$ cat src/rtl/shift_pkg.sv
// Shared types and the single-step shift function for the shift_reg_n slice.
//   shift_mode_t : serial shift operation selected by the 2-bit Mode code
//   state_t      : burst controller states
//   shift_one()  : next register value for one shift of a WIDTH-bit value
//                  held in the low bits of a MAX_W-bit vector
package shift_pkg;

    localparam int unsigned MAX_W = 64;

    typedef enum logic [1:0] {
        SM_SRL = 2'b00,
        SM_SRA = 2'b01,
        SM_SL  = 2'b10,
        SM_ROR = 2'b11
    } shift_mode_t;

    typedef enum logic [1:0] {
        ST_IDLE,
        ST_SHIFT,
        ST_DONE
    } state_t;

    // Width is passed at run time so one package function serves every
    // WIDTH; the MSB position is located by loop compare rather than a
    // variable bit-select so the index stays constant after unrolling.
    function automatic logic [MAX_W-1:0] shift_one(
        input logic [MAX_W-1:0] a,
        input shift_mode_t      mode,
        input logic             sin,
        input int unsigned      width
    );
        logic [MAX_W-1:0] r;
        logic [MAX_W-1:0] mask;
        logic             msb;
        logic             fill;

        mask = (width >= MAX_W) ? '1 : ((MAX_W'(1) << width) - MAX_W'(1));
        msb  = 1'b0;
        for (int unsigned i = 0; i < MAX_W; i++) begin
            if (i == width - 1) msb = a[i];
        end

        case (mode)
            SM_SRL:  fill = sin;
            SM_SRA:  fill = msb;
            SM_ROR:  fill = a[0];
            default: fill = 1'b0;
        endcase

        if (mode == SM_SL) begin
            r = (a << 1) | MAX_W'(sin);
        end else begin
            r = (a & mask) >> 1;
            for (int unsigned i = 0; i < MAX_W; i++) begin
                if (i == width - 1) r[i] = fill;
            end
        end
        return r & mask;
    endfunction

endpackage

$ cat src/rtl/shift_burst_ctrl.sv
// Burst controller for shift_reg_n.
// Owns the IDLE/SHIFT/DONE state machine, the remaining-shift counter and
// the mode latched at burst start.
//   clk, rst_n      : clock, asynchronous active-low reset
//   load            : parallel load request (aborts a burst)
//   start, count    : begin a burst of count shifts (IDLE only)
//   shift_en        : single shift request (IDLE only)
//   mode            : live shift mode
//   shift_now       : register shifts on this edge
//   sel_mode        : mode to use for the shift and Shift_Out
//   busy, done      : burst in progress / one-cycle completion pulse
module shift_burst_ctrl
    import shift_pkg::*;
#(
    parameter int unsigned WIDTH = 8,
    parameter int unsigned CW    = $clog2(WIDTH + 1)
) (
    input  logic          clk,
    input  logic          rst_n,
    input  logic          load,
    input  logic          start,
    input  logic          shift_en,
    input  logic [CW-1:0] count,
    input  shift_mode_t   mode,
    output logic          shift_now,
    output shift_mode_t   sel_mode,
    output logic          busy,
    output logic          done
);

    state_t        state_q, state_d;
    logic [CW-1:0] rem_q, rem_d;
    shift_mode_t   burst_mode_q, burst_mode_d;

    always_ff @(posedge clk or negedge rst_n) begin
        if (!rst_n) begin
            state_q      <= ST_IDLE;
            rem_q        <= '0;
            burst_mode_q <= SM_SRL;
        end else begin
            state_q      <= state_d;
            rem_q        <= rem_d;
            burst_mode_q <= burst_mode_d;
        end
    end

    always_comb begin
        state_d      = state_q;
        rem_d        = rem_q;
        burst_mode_d = burst_mode_q;
        shift_now    = 1'b0;
        sel_mode     = mode;

        case (state_q)
            ST_IDLE: begin
                if (load) begin
                    state_d = ST_IDLE;
                end else if (start) begin
                    if (count == '0) begin
                        state_d = ST_DONE;
                    end else begin
                        // Counts beyond WIDTH clamp so rem never exceeds WIDTH.
                        rem_d        = (count > CW'(WIDTH)) ? CW'(WIDTH) : count;
                        burst_mode_d = mode;
                        state_d      = ST_SHIFT;
                    end
                end else if (shift_en) begin
                    shift_now = 1'b1;
                end
            end
            ST_SHIFT: begin
                sel_mode = burst_mode_q;
                if (load) begin
                    state_d = ST_IDLE;
                end else begin
                    shift_now = 1'b1;
                    rem_d     = rem_q - CW'(1);
                    if (rem_q == CW'(1)) state_d = ST_DONE;
                end
            end
            ST_DONE: begin
                state_d = ST_IDLE;
            end
            default: begin
                state_d = ST_IDLE;
            end
        endcase
    end

    assign busy = (state_q == ST_SHIFT);
    assign done = (state_q == ST_DONE);

endmodule

$ cat src/rtl/shift_reg_n.sv
// Parametrised parallel-load shift register with single-shift and
// autonomous burst operation.
//   Clk       : rising-edge clock
//   Reset     : asynchronous active-low reset
//   Load, D   : parallel load (highest priority)
//   Start     : begin a burst of Count shifts
//   Shift_En  : single shift in IDLE
//   Mode      : 00 SRL, 01 SRA, 10 SL, 11 ROR
//   Shift_In  : serial fill bit for SRL/SL
//   A         : register contents
//   Shift_Out : bit that leaves on the next shift
//   Busy      : burst in progress
//   Done      : one-cycle burst completion pulse
module shift_reg_n
    import shift_pkg::*;
#(
    parameter  int unsigned WIDTH = 8,
    localparam int unsigned CW    = $clog2(WIDTH + 1)
) (
    input  logic             Clk,
    input  logic             Reset,
    input  logic             Load,
    input  logic             Shift_En,
    input  logic             Start,
    input  logic [CW-1:0]    Count,
    input  logic [1:0]       Mode,
    input  logic             Shift_In,
    input  logic [WIDTH-1:0] D,
    output logic [WIDTH-1:0] A,
    output logic             Shift_Out,
    output logic             Busy,
    output logic             Done
);

    logic [WIDTH-1:0] a_q, a_d;
    logic             shift_now;
    shift_mode_t      sel_mode;
    logic [MAX_W-1:0] a_shifted;

    shift_burst_ctrl #(
        .WIDTH (WIDTH),
        .CW    (CW)
    ) u_ctrl (
        .clk       (Clk),
        .rst_n     (Reset),
        .load      (Load),
        .start     (Start),
        .shift_en  (Shift_En),
        .count     (Count),
        .mode      (shift_mode_t'(Mode)),
        .shift_now (shift_now),
        .sel_mode  (sel_mode),
        .busy      (Busy),
        .done      (Done)
    );

    always_ff @(posedge Clk or negedge Reset) begin
        if (!Reset) a_q <= '0;
        else        a_q <= a_d;
    end

    always_comb begin
        a_shifted = shift_one(MAX_W'(a_q), sel_mode, Shift_In, WIDTH);
        a_d       = a_q;
        if (Load)           a_d = D;
        else if (shift_now) a_d = a_shifted[WIDTH-1:0];
    end

    assign A         = a_q;
    assign Shift_Out = (sel_mode == SM_SL) ? a_q[WIDTH-1] : a_q[0];

endmodule
$ cat config.mk
export PLATFORM = sky130hd
export DESIGN_NAME = shift_reg_n
export DESIGN_NICKNAME = d
export VERILOG_FILES = /design/src/rtl/shift_pkg.sv /design/src/rtl/shift_burst_ctrl.sv /design/src/rtl/shift_reg_n.sv
export SDC_FILE = /design/constraint.sdc
export NUM_CORES = 1
export LEC_CHECK = 0
export BUFFER_PORTS_ARGS = -buffer_cell sky130_fd_sc_hd__buf_2
export CORE_MARGIN = 3
export CORE_UTILIZATION = 50
export CTS_BUF_LIST = sky130_fd_sc_hd__clkbuf_16
export CTS_CLUSTER_SIZE = 20
export DETAILED_ROUTE_END_ITERATION = 8
export HOLD_SLACK_MARGIN = 0.06
export PLACE_DENSITY_LB_ADDON = 0.3
export SYNTH_ARGS = -nofsm -noshare
export SYNTH_HDL_FRONTEND = slang
export SYNTH_SLANG_ARGS = --single-unit
$ cat constraint.sdc
create_clock -name Clk -period 2.5 [get_ports Clk]
set_input_delay 0.25 -clock Clk [delete_from_list [all_inputs] [get_ports Clk]]
set_output_delay 0.25 -clock Clk [all_outputs]
set_load 0.01 [all_outputs]
==> impl_metrics.ini <==
[placed_design]
hpwl_um = 1800
place_inst = 168
dpl-instance-area_um2 = 1230
gp_congestion = 0.832
place.port_buffers = 30
dpl_worst_slack_ns = 0.262

[pwr]
vdd_drop_max_v = 0.000641
p_per_area_nw_per_um2 = 726
power.static_leakage_nw = 0.636

[global_route]
first_global_vias = 885
grt_pass1_wl_um = 3900
grt_max_degree = 20
track_usage = 0.195
grt_overflow_total = 0
grt_antenna_before_repair = 0

[timing]
slew_headroom = 0.737
fmax_mhz = 429
setup_tns_ns = 0
period_needed_ns = 2.33
worstMarginPinSlew_ns = 0.394
finalHoldWorstSlack_ns = 0.277
grt_setup_unrepaired = false
final-hold-violation-count = 0
fin_crit_sh = 0.931
finClkSkew_ns = 0.00245
setup_ws_ns = 0.171
setup_violations = 0
maxSlewViolCount = 0

[critical_path]
arrival_ns = 2.08
cp.required_ns = 2.25
r2r_cells = 8
regToRegStartpoint = u_ctrl.state_q[1]$_DFFE_PN0P_
cp-startpoint = u_ctrl.state_q[1]$_DFFE_PN0P_
cp_max_fo = 8
crit_type = register to primary output
cp-start-kind = register
endpoint_kind = primary output

[floorplanning]
io_pins = 31
start_util = 0.538
core_region_area_um2 = 1980
die_w_um = 52.2
die_h_um = 52.2
num_rows = 16
dieArea_um2 = 2720

[final_layout]
postLayoutCellArea_um2 = 1320
nets = 172
final_cell_mix = buf_2, dfrtp_1, nand2_1, o21ai_0, mux2_2
antenna_cells = 0
drive_gt1_frac = 0.349
area_growth_syn_to_layout_pct = 23.9
final_common_cell = buf_2
layout.cells.non_filler = 173
nFillCells = 158

[clock_tree]
cts_tree = yes
cts-root-buf = clkbuf_16
htreeDepth = 1
postCtsSetupBuffers = 0
clockBufferDepth = 2
clk_latency_ns = 0.25
clk_pin_slew_ns = 0.05
cts_hold_buf = 1
cts_made_buffers = 3
cts-resized-gates = 0
numClockSinks = 16

[hold_path]
min-delay-start = Mode[0]
worstHoldPathCells = 2
holdCritPathClass = input port to register

[synthesis]
synthDominantCellAreaShare = 0.376
ys_types = 33
synthCells = 114
ys_seq_area_frac = 0.376
synth.area.top_cells = dfrtp_1, mux2_2, mux2i_1
synth_nets = 139
synth_warnings = 0
synth_top_area_cell = dfrtp_1
ys_seq_elements = 16
avgSynthCellArea_um2 = 9.35
synthesis.area_um2 = 1070

[drt]
drt-wirelength-per-cell_um = 13.5
ant_nets = 0
finalWirelength_um = 2340
viasPerCell = 5.38
vias = 931
drt_iter0_drc = 13
drc = 0
firstDrtPassIters = 4

[job]
cap_violations = 0

[run_status]
status = completed
[layout make-up]
type / instances / area, µm² / share of cell area
Multi-Input combinational cell: 86 / 607 / 0.459
Inverter: 7 / 26.3 / 0.0199
Sequential cell: 16 / 400 / 0.303
Clock inverter: 1 / 3.75 / 0.00284
Clock buffer: 3 / 75.1 / 0.0568
Tap cell: 27 / 33.8 / 0.0256
Timing Repair Buffer: 33 / 175 / 0.133
[worst paths after layout]
path                                                      end  slack, ns
min reg2reg                u_ctrl.burst_mode_q[1]$_DFFE_PN0P_       0.54
max in group asynchronous         u_ctrl.rem_q[3]$_DFFE_PN0P_       1.78
max reg2reg                                  A[7]$_DFFE_PN0P_       0.24
min in group asynchronous                    A[2]$_DFFE_PN0P_       0.45
min                        u_ctrl.burst_mode_q[0]$_DFFE_PN0P_       0.28
max                                                 Shift_Out       0.17
[report_power, final]
group | internal [mW] | switching (mW)
combinational | 0.140 | 0.145
clock | 0.212 | 0.0988
sequential | 0.313 | 0.0509
[state kept, by name, summed over array words and instances, names as in the netlist]
register             flops
A                        8
u_ctrl.burst_mode_q      2
u_ctrl.state_q           2
u_ctrl.rem_q             4
[synthesized netlist by cell type]
| cell type | count |
|---|---|
| nand2_1 | 12 |
| a211oi_1 | 1 |
| nor2b_1 | 1 |
| o21ai_0 | 12 |
| buf_6 | 1 |
| and2b_2 | 1 |
| nor2_1 | 9 |
| nor3b_1 | 3 |
| nor3_1 | 2 |
| ha_1 | 5 |
| dfrtp_1 | 16 |
| o21ai_4 | 1 |
| o22ai_1 | 2 |
| clkbuf_1 | 1 |
| a31oi_1 | 2 |
| nor4bb_1 | 1 |
| a22oi_1 | 1 |
| nand3_1 | 1 |
| nor2_2 | 1 |
| a21o_1 | 1 |
| or4_1 | 1 |
| a21oi_1 | 5 |
| buf_4 | 1 |
| o41a_1 | 1 |
| o22a_1 | 1 |
| mux2_2 | 11 |
| inv_2 | 1 |
| o31ai_1 | 1 |
| or2_2 | 1 |
| buf_2 | 2 |
| inv_1 | 6 |
| mux2i_1 | 7 |
| nand2b_1 | 2 |
[per-stage QoR]
stage,util,power (mW)
5_1_grt,0.667,1.02
4_1_cts,0.667,0.965
2_1_floorplan,-,0.550
3_3_place_gp,0.622,0.638
3_5_place_dp,0.622,0.648
6_report,0.667,0.959
[cell families after synthesis]
kind of cell	synth area share
muxes	0.182
and+or+nand+nor	0.163
DFF	0.376
AOI/OAI and AO/OA	0.166
adders and majority gates	0.0587
buffers and inverters	0.0552
[worst max-delay path, cell delays in order, from the launching register on]
cell and delay [ns]:
dfrtp_1 0.38, nand2b_1 0.28, inv_2 0.12, nor2_1 0.10, a21o_1 0.13, ha_1 0.31
mux2_2 0.37, buf_2 0.14
[layer usage]
metal	vias up	track usage	routed length, µm
met5	-	0	0
met4	0	0.0511	19
met3	2	0.0627	107
met2	15	0.341	1170
met1	445	0.230	1050
li1	469	-	-
No activity file was read; power rests on OpenSTA's default activity.
